## config.mk

```make
export PLATFORM = sky130hd
export DESIGN_NAME = count_seq_ctrl
export DESIGN_NICKNAME = d
export VERILOG_FILES = /design/src/rtl/count_seq_ctrl.sv
export SDC_FILE = /design/constraint.sdc
export NUM_CORES = 1
export LEC_CHECK = 0
export CAP_MARGIN = 10
export CORE_MARGIN = 2
export CORE_UTILIZATION = 45
export CTS_CLUSTER_DIAMETER = 60
export CTS_CLUSTER_SIZE = 40
export DETAILED_ROUTE_END_ITERATION = 12
export PLACE_DENSITY = 0.68
export RECOVER_POWER = 50
export SYNTH_ARGS = -nofsm -noshare
export SYNTH_HDL_FRONTEND = slang
export SYNTH_SLANG_ARGS = --single-unit
```

## constraint.sdc

```tcl
create_clock -name _i_clk -period 5.4 [get_ports _i_clk]
set_input_delay 1.62 -clock _i_clk [delete_from_list [all_inputs] [get_ports _i_clk]]
set_output_delay 1.62 -clock _i_clk [all_outputs]
set_load 0.05 [all_outputs]
```

## src/rtl/count_seq_ctrl.sv

```systemverilog
// count_seq_ctrl: sequences x_inc for xl cycles, y_inc for yl cycles, then one clr/done cycle
// Ports:
//   _i_clk            clock, all state updates on posedge
//   _i_rst            synchronous active-high reset
//   _i_start          run request, accepted when start && ready
//   _i_x_lim/_i_y_lim per-run phase lengths, latched on accept
//   _i_hold           (COUNT_SEQ_CTRL_HOLD_EN only) freezes PHASE_X/PHASE_Y
//   __output          {ready, x_inc, y_inc, clr, done}
// Build option: define COUNT_SEQ_CTRL_HOLD_EN to add the hold input.
module count_seq_ctrl #(
    parameter int W = 8
) (
    input  logic         _i_clk,
    input  logic         _i_rst,
    input  logic         _i_start,
    input  logic [W-1:0] _i_x_lim,
    input  logic [W-1:0] _i_y_lim,
`ifdef COUNT_SEQ_CTRL_HOLD_EN
    input  logic         _i_hold,
`endif
    output logic [4:0]   __output
);
    typedef enum logic [1:0] {IDLE, PHASE_X, PHASE_Y, FIN} state_t;
    state_t state, state_n;
    logic [W-1:0] cnt, cnt_n, xl, xl_n, yl, yl_n;
    logic frz;
`ifdef COUNT_SEQ_CTRL_HOLD_EN
    // hold is registered so outputs stay a pure decode of flops
    logic hold_q;
    always_ff @(posedge _i_clk)
        hold_q <= _i_rst ? 1'b0 : _i_hold;
    assign frz = hold_q;
`else
    assign frz = 1'b0;
`endif
    always_ff @(posedge _i_clk) begin
        if (_i_rst) begin
            state <= IDLE;
            cnt   <= '0;
            xl    <= '0;
            yl    <= '0;
        end else begin
            state <= state_n;
            cnt   <= cnt_n;
            xl    <= xl_n;
            yl    <= yl_n;
        end
    end
    always_comb begin
        state_n = state;
        cnt_n   = cnt;
        xl_n    = xl;
        yl_n    = yl;
        case (state)
            IDLE: if (_i_start) begin
                xl_n    = _i_x_lim;
                yl_n    = _i_y_lim;
                cnt_n   = '0;
                state_n = (_i_x_lim != '0) ? PHASE_X : (_i_y_lim != '0) ? PHASE_Y : FIN;
            end
            PHASE_X: if (!frz) begin
                cnt_n   = (cnt == xl - 1'b1) ? '0 : cnt + 1'b1;
                state_n = (cnt != xl - 1'b1) ? PHASE_X : (yl != '0) ? PHASE_Y : FIN;
            end
            PHASE_Y: if (!frz) begin
                cnt_n   = (cnt == yl - 1'b1) ? '0 : cnt + 1'b1;
                state_n = (cnt == yl - 1'b1) ? FIN : PHASE_Y;
            end
            default: state_n = IDLE;
        endcase
    end
    assign __output = {state == IDLE,
                       state == PHASE_X && !frz,
                       state == PHASE_Y && !frz,
                       state == FIN,
                       state == FIN};
endmodule

```

==> impl_metrics.csv, run 1 <==
group,metric,value,unit
outcome,status,"completed",
sta,worst_slew_pin_slew,1040,ps
finish,syn2layout_area_growth,16.6,%
detailed_routing,via_per_inst,5.38,
worst_hold_path,hold_class,"reg2reg",
detailed_routing,antenna_left,0,
clock_network,clockBufferDepth,2,
grt,grt_max_degree,28,
logic_synthesis,syn_inst,231,
power_and_ir_drop,power_density,241,nW/um^2
logic_synthesis,yosys_most_used_dff,"dfxtp_1",
clock_network,cts_resized,0,
detailed_routing,topRoutingLayerUsed,"met4",
floorplan,num_rows,22,
detailed_routing,wl,3900,um
floorplan,core_area,3720,um^2
placed_design,place.gp.congestion,0.825,
detailed_routing,post-route-drc-count,0,
placed_design,pre_cts_slack,2070,ps
placed_design,io_buffers,23,
detailed_routing,route.met2.wl,1720,um
worst_hold_path,hp-start,"xl[7]$_SDFFE_PP0P_",
sta,setup_viol,0,
clock_network,cts_root_buffer,"clkbuf_8",
finish,antenna-diode-count,0,
sta,fin_ws,1960,ps
clock_network,worstSkewPairLatency,280,ps
sta,relSlewSlack,0.305,
placed_design,dp_hpwl,2960,um
logic_synthesis,async_flop_share,0,
flow_run,cap_violations,0,
clock_network,cts_hold_buf,0,
setup_path,startpoint,"state[1]$_SDFFE_PP0P_",
logic_synthesis,synth_nets,258,
setup_path,cp-start-kind,"flip-flop",
setup_path,cp-end-kind,"output pin",
setup_path,timing.rr.start,"xl[0]$_SDFFE_PP0P_",
setup_path,worstPathRequired,3780,ps
logic_synthesis,synthAdderAreaFrac,0.0569,
sta,finalHoldViolCount,0,
logic_synthesis,synth_area,1760,um^2
floorplan,initial_core_util,0.474,
logic_synthesis,synthXorXnorAreaFrac,0.109,
logic_synthesis,yosys_warnings,0,
sta,finalCritPeriodShare,0.637,
grt,overflow,0,
logic_synthesis,synth-edff-count,0,
logic_synthesis,synth_top_family_by_area,"simple AND/OR/NAND/NOR gates",
sta,slew_viol_final,0,
logic_synthesis,synth_compound_area_frac,0.185,
logic_synthesis,yosysSeqAreaShare,0.296,
power_and_ir_drop,irDropWorstVdd,0.140,mV
detailed_routing,wl_met3,96,um
clock_network,postCtsSetupBuffers,0,
grt,track_usage,0.193,
grt,grt_pass1_vias,1410,
clock_network,cts_tree,"built",
clock_network,htreeDepth,1,
floorplan,die_w,66.5,um
clock_network,clk_pin_slew,90,ps
detailed_routing,first_pass_iters,4,
grt,antenna_found_initial,0,
finish,fin_util,0.552,
finish,finalNetCount,273,
sta,fin_worst_skew,2.70,ps
setup_path,path_max_fanout,5,
logic_synthesis,synth_simple_gate_area_share,0.303,
placed_design,post_dp_cell_area,2000,um^2
sta,fmax,0.291,GHz
detailed_routing,wl_per_cell,13.3,um
logic_synthesis,synth_cell_types,38,
floorplan,design.portCount,24,
logic_synthesis,synth.ff_latch_count,26,
sta,setup-tns-final,0,ps
finish,drive_gt1_frac,0.0612,
detailed_routing,drt_iter0_drc,123,
detailed_routing,met1Wirelength,2030,um
sta,layout_min_cycle_time,3440,ps
clock_network,clkSinkCount,26,
setup_path,timing_worst_setup_path_type,"reg2out",
grt,grt_pass1_wl,6670,um
floorplan,die_h,66.5,um
detailed_routing,vias,1577,
logic_synthesis,synth_mux_area_frac,0,
setup_path,crit_arrival,1820,ps
clock_network,cts_buffers,3,
power_and_ir_drop,p_leak,0.725,nW
sta,rsz0062_at_grt,"no",
floorplan,dieArea,4430,um^2
logic_synthesis,syn_avg_cell_area,7.62,um^2
finish,fin_area,2050,um^2
metal layers:
metal / track usage / vias up
met4: 0.0536 / 0
met1: 0.289 / 724
met5: 0 / -
li1: - / 826
met2: 0.290 / 22
met3: 0.0203 / 5
cells in the mapped netlist, types with 2 or more instances:
cell type | number | area, um^2
o21ai_0 | 3 | 15.0
o22ai_1 | 5 | 31.3
nor3_1 | 5 | 25.0
a211oi_1 | 4 | 30.0
dfxtp_1 | 26 | 521
clkbuf_1 | 10 | 37.5
nor2b_1 | 9 | 56.3
and2_1 | 3 | 18.8
and3_1 | 3 | 18.8
nand3_1 | 6 | 30.0
nor4_4 | 4 | 85.1
nor4_1 | 3 | 18.8
o21ai_1 | 2 | 10.0
inv_1 | 9 | 33.8
nand2_1 | 48 | 180
or4_1 | 2 | 15.0
nand4_1 | 2 | 12.5
xor2_1 | 4 | 35.0
o21bai_1 | 2 | 15.0
a21oi_1 | 30 | 150
ha_1 | 8 | 100
xnor2_1 | 18 | 158
or2_2 | 3 | 18.8
nor2_1 | 8 | 30.0
cell usage in the layout, fill, tap and decap left out, drive strengths merged:
cell / instances
a211oi: 4
a21oi: 30
a221oi: 1
a31oi: 2
and2: 3
and3: 3
clkbuf: 4
clkdlybuf4s50: 22
dfxtp: 26
dlygate4sd3: 1
ha: 8
inv: 9
nand2: 48
nand3: 6
nand3b: 1
nand4: 2
nor2: 9
nor2b: 9
nor3: 5
nor4: 7
o211ai: 1
o21ai: 5
o21bai: 2
o22ai: 5
o31a: 1
o31ai: 1
o32ai: 1
o41ai: 1
or2: 3
or4: 3
xnor2: 18
xor2: 4
sequential cells by signal, summed over array words and instances (netlist names):
signal	count
cnt	8
state	2
xl	8
yl	8
worst paths after layout:
check | cells past startpoint | slack [ps] | end
worst min-delay path | 2 | 480 | xl[7]$_SDFFE_PP0P_
worst min register to register | 2 | 480 | xl[7]$_SDFFE_PP0P_
worst max register to register | 9 | 3040 | cnt[6]$_SDFFE_PP0P_
worst max-delay path | 3 | 1960 | __output[3]
power by group:
| group | switching, mW | leakage (nW) | internal, mW | total [mW] |
|---|---|---|---|---|
| clock | 0.0660 | 0.0288 | 0.0653 | 0.131 |
| combinational | 0.0797 | 0.484 | 0.0637 | 0.143 |
| sequential | 0.0173 | 0.212 | 0.203 | 0.220 |
| total | 0.163 | 0.725 | 0.332 | 0.495 |
cell families after synthesis:
family                   after synthesis
adder cells (fa/ha/maj)                8
flip-flops                            26
buffers and inverters                 22
AO/OA/AOI/OAI                         54
AND/OR/NAND/NOR                       99
XOR/XNOR                              22
through the flow:
step	cells	hold WS [ps]	total power, mW
6_report	293	484	0.495
5_1_grt	293	519	0.521
4_1_cts	293	493	0.497
3_5_place_dp	289	480	0.368
3_3_place_gp	289	477	0.368
2_1_floorplan	231	448	0.330
worst max-delay path, cell delays in order (launching register included):
cell,delay (ps)
dfxtp_1,350
inv_1,110
ha_1,250
clkdlybuf4s50_1,830
final cells by class:
cell class	instances	area [um^2]
multi-input combinational	183	1150
tap	48	60.1
clock buffer	4	55.1
sequential	26	520
fill	378	1660
inverter	9	33.8
timing repair buffer	23	230
(Power assumes the default switching activity.)
==> run 2, diff against run 1 <==
--- a/config.mk
+++ b/config.mk
@@ -11,7 +11,7 @@
 export CTS_CLUSTER_DIAMETER = 60
 export CTS_CLUSTER_SIZE = 40
 export DETAILED_ROUTE_END_ITERATION = 12
-export PLACE_DENSITY = 0.68
+export PLACE_DENSITY = 0.7
 export RECOVER_POWER = 50
 export SYNTH_ARGS = -nofsm -noshare
 export SYNTH_HDL_FRONTEND = slang
==> constraint.sdc (replaced) <==
create_clock -name _i_clk -period 3.1 [get_ports _i_clk]
set_input_delay 0.93 -clock _i_clk [delete_from_list [all_inputs] [get_ports _i_clk]]
set_output_delay 0.93 -clock _i_clk [all_outputs]
set_load 0.05 [all_outputs]
==> impl_metrics.csv, run 2 (synthesis results as in run 1) <==
group,metric,value,unit
clock_network,worstSkewPairLatency,270,ps
power_and_ir_drop,p_leak,0.741,nW
placed_design,io_buffers,23,
detailed_routing,post-route-drc-count,0,
sta,finalCritPeriodShare,0.890,
grt,track_usage,0.197,
sta,fmax,0.362,GHz
setup_path,timing_worst_setup_path_type,"reg2out",
clock_network,cts_tree,"built",
detailed_routing,antenna_left,0,
detailed_routing,vias,1590,
worst_hold_path,min_to,"xl[7]$_SDFFE_PP0P_",
setup_path,cp-start-kind,"flip-flop",
floorplan,num_rows,22,
sta,fin_worst_hold_slack,476,ps
flow_run,cap_violations,0,
grt,grt_pass1_vias,1425,
setup_path,r2r-end,"cnt[0]$_SDFFE_PP0P_",
setup_path,worstPathRequired,2170,ps
setup_path,critical_path.top_delay_family,"buffers and inverters",
sta,setup_viol,0,
finish,layout_common_cells,"nand2_1 (48), a21oi_1 (30), dfxtp_1 (26), clkdlybuf4s50_1 (22), xnor2_1 (18)",
setup_path,ff2ff_path_depth,9,
clock_network,clkSinkCount,26,
grt,antenna_found_initial,0,
setup_path,cp_num_buf_inv,2,
sta,finalHoldViolCount,0,
floorplan,core_area,3720,um^2
worst_hold_path,min_path_cells,2,
sta,layout_min_cycle_time,2760,ps
detailed_routing,wl_per_cell,13.1,um
floorplan,design.portCount,24,
clock_network,clk_pin_slew,100,ps
setup_path,max_stage_delay,840,ps
clock_network,clockBufferDepth,2,
finish,drive_gt1_frac,0.0688,
finish,n_fill_cell,371,
power_and_ir_drop,total_power,0.924,mW
setup_path,crit_arrival,1830,ps
finish,mostFrequentLayoutCell,"nand2_1",
placed_design,dp_hpwl,2910,um
grt,grt_pass1_wl,6780,um
floorplan,initial_core_util,0.474,
worst_hold_path,hp-start,"xl[7]$_SDFFE_PP0P_",
sta,setup-tns-final,0,ps
setup_path,timing.rr.start,"xl[0]$_SDFFE_PP0P_",
placed_design,pre_cts_slack,394,ps
clock_network,postCtsSetupBuffers,0,
worst_hold_path,hold_class,"reg2reg",
finish,regArea,520,um^2
grt,grt_max_degree,17,
detailed_routing,first_pass_iters,4,
clock_network,cts_resized,0,
sta,slew_viol_final,0,
floorplan,dieArea,4430,um^2
finish,antenna-diode-count,0,
finish,syn2layout_area_growth,18.3,%
setup_path,reg2reg_slack,770,ps
clock_network,cts_hold_buf,0,
clock_network,htreeDepth,1,
clock_network,cts_root_buffer,"clkbuf_8",
setup_path,cp-end-kind,"output pin",
detailed_routing,drt_iter0_drc,58,
detailed_routing,wl,3860,um
setup_path,path_max_fanout,5,
sta,relSlewSlack,0.474,
floorplan,die_h,66.5,um
placed_design,place.gp.congestion,0.810,
sta,worst_slew_pin_slew,788,ps
setup_path,cpMaxStageDelayCell,"clkdlybuf4s50_1",
power_and_ir_drop,power_density,444,nW/um^2
detailed_routing,via_per_inst,5.39,
finish,largestRegisters,"cnt: 8 flops, xl: 8 flops, yl: 8 flops",
floorplan,die_w,66.5,um
finish,finalNetCount,275,
clock_network,cts_buffers,3,
sta,rsz0062_at_grt,"no",
sta,fin_worst_skew,2.02,ps
finish,multi_input_area,1150,um^2
power_and_ir_drop,irDropWorstVdd,0.245,mV
outcome,status,"completed",
grt,overflow,0,
setup_path,crit_chain,"inv_1, ha_1, clkdlybuf4s50_1",
sta,fin_ws,341,ps
==> run 2: where the power goes <==
part | switching [mW] | internal, mW
Clock | 0.115 | 0.173
Combinational | 0.140 | 0.113
Sequential | 0.0300 | 0.353
==> run 2: stage by stage <==
| stage | instance area, um^2 | instances | utilization |
|---|---|---|---|
| floorplan | 1760 | 231 | - |
| global placement | 2010 | 291 | 0.541 |
| detailed placement | 2010 | 291 | 0.541 |
| CTS | 2080 | 295 | 0.561 |
| global route | 2080 | 295 | 0.561 |
| finish | 2080 | 295 | 0.561 |
==> run 2: cell type report <==
type,instances,share of cell area
clock buffers,3,0.0198
clock inverters,1,0.0144
inverters,9,0.0162
multi-input cells,183,0.553
flip-flops and latches,26,0.250
well taps,48,0.0288
repair buffers,25,0.118
==> run 2: metal layers <==
layer	vias to the layer above	GRT usage	wire length [um]
met1	732	0.291	2050
met3	4	0.0152	96
li1	828	-	-
met5	-	0	0
met2	26	0.308	1670
met4	0	0.0536	46
==> run 2: worst min-delay path, cell delays in order (launching register included) <==
cell and delay, ps:
dfxtp_1 330, nand2_1 50, a21oi_1 50
==> run 2: worst max-delay path by stage <==
stage / slack (ps) / cells after the start / to / startpoint
final: 340 / 3 / __output[3] / state[1]$_SDFFE_PP0P_
after global routing: 250 / 3 / __output[3] / state[1]$_SDFFE_PP0P_
after CTS: 330 / 3 / __output[3] / state[1]$_SDFFE_PP0P_
after detailed placement: 390 / 7 / cnt[0]$_SDFFE_PP0P_ / _i_start
after global placement: 480 / 7 / state[0]$_SDFFE_PP0P_ / _i_x_lim[0]
after floorplan: 1020 / 2 / __output[1] / state[0]$_SDFFE_PP0P_
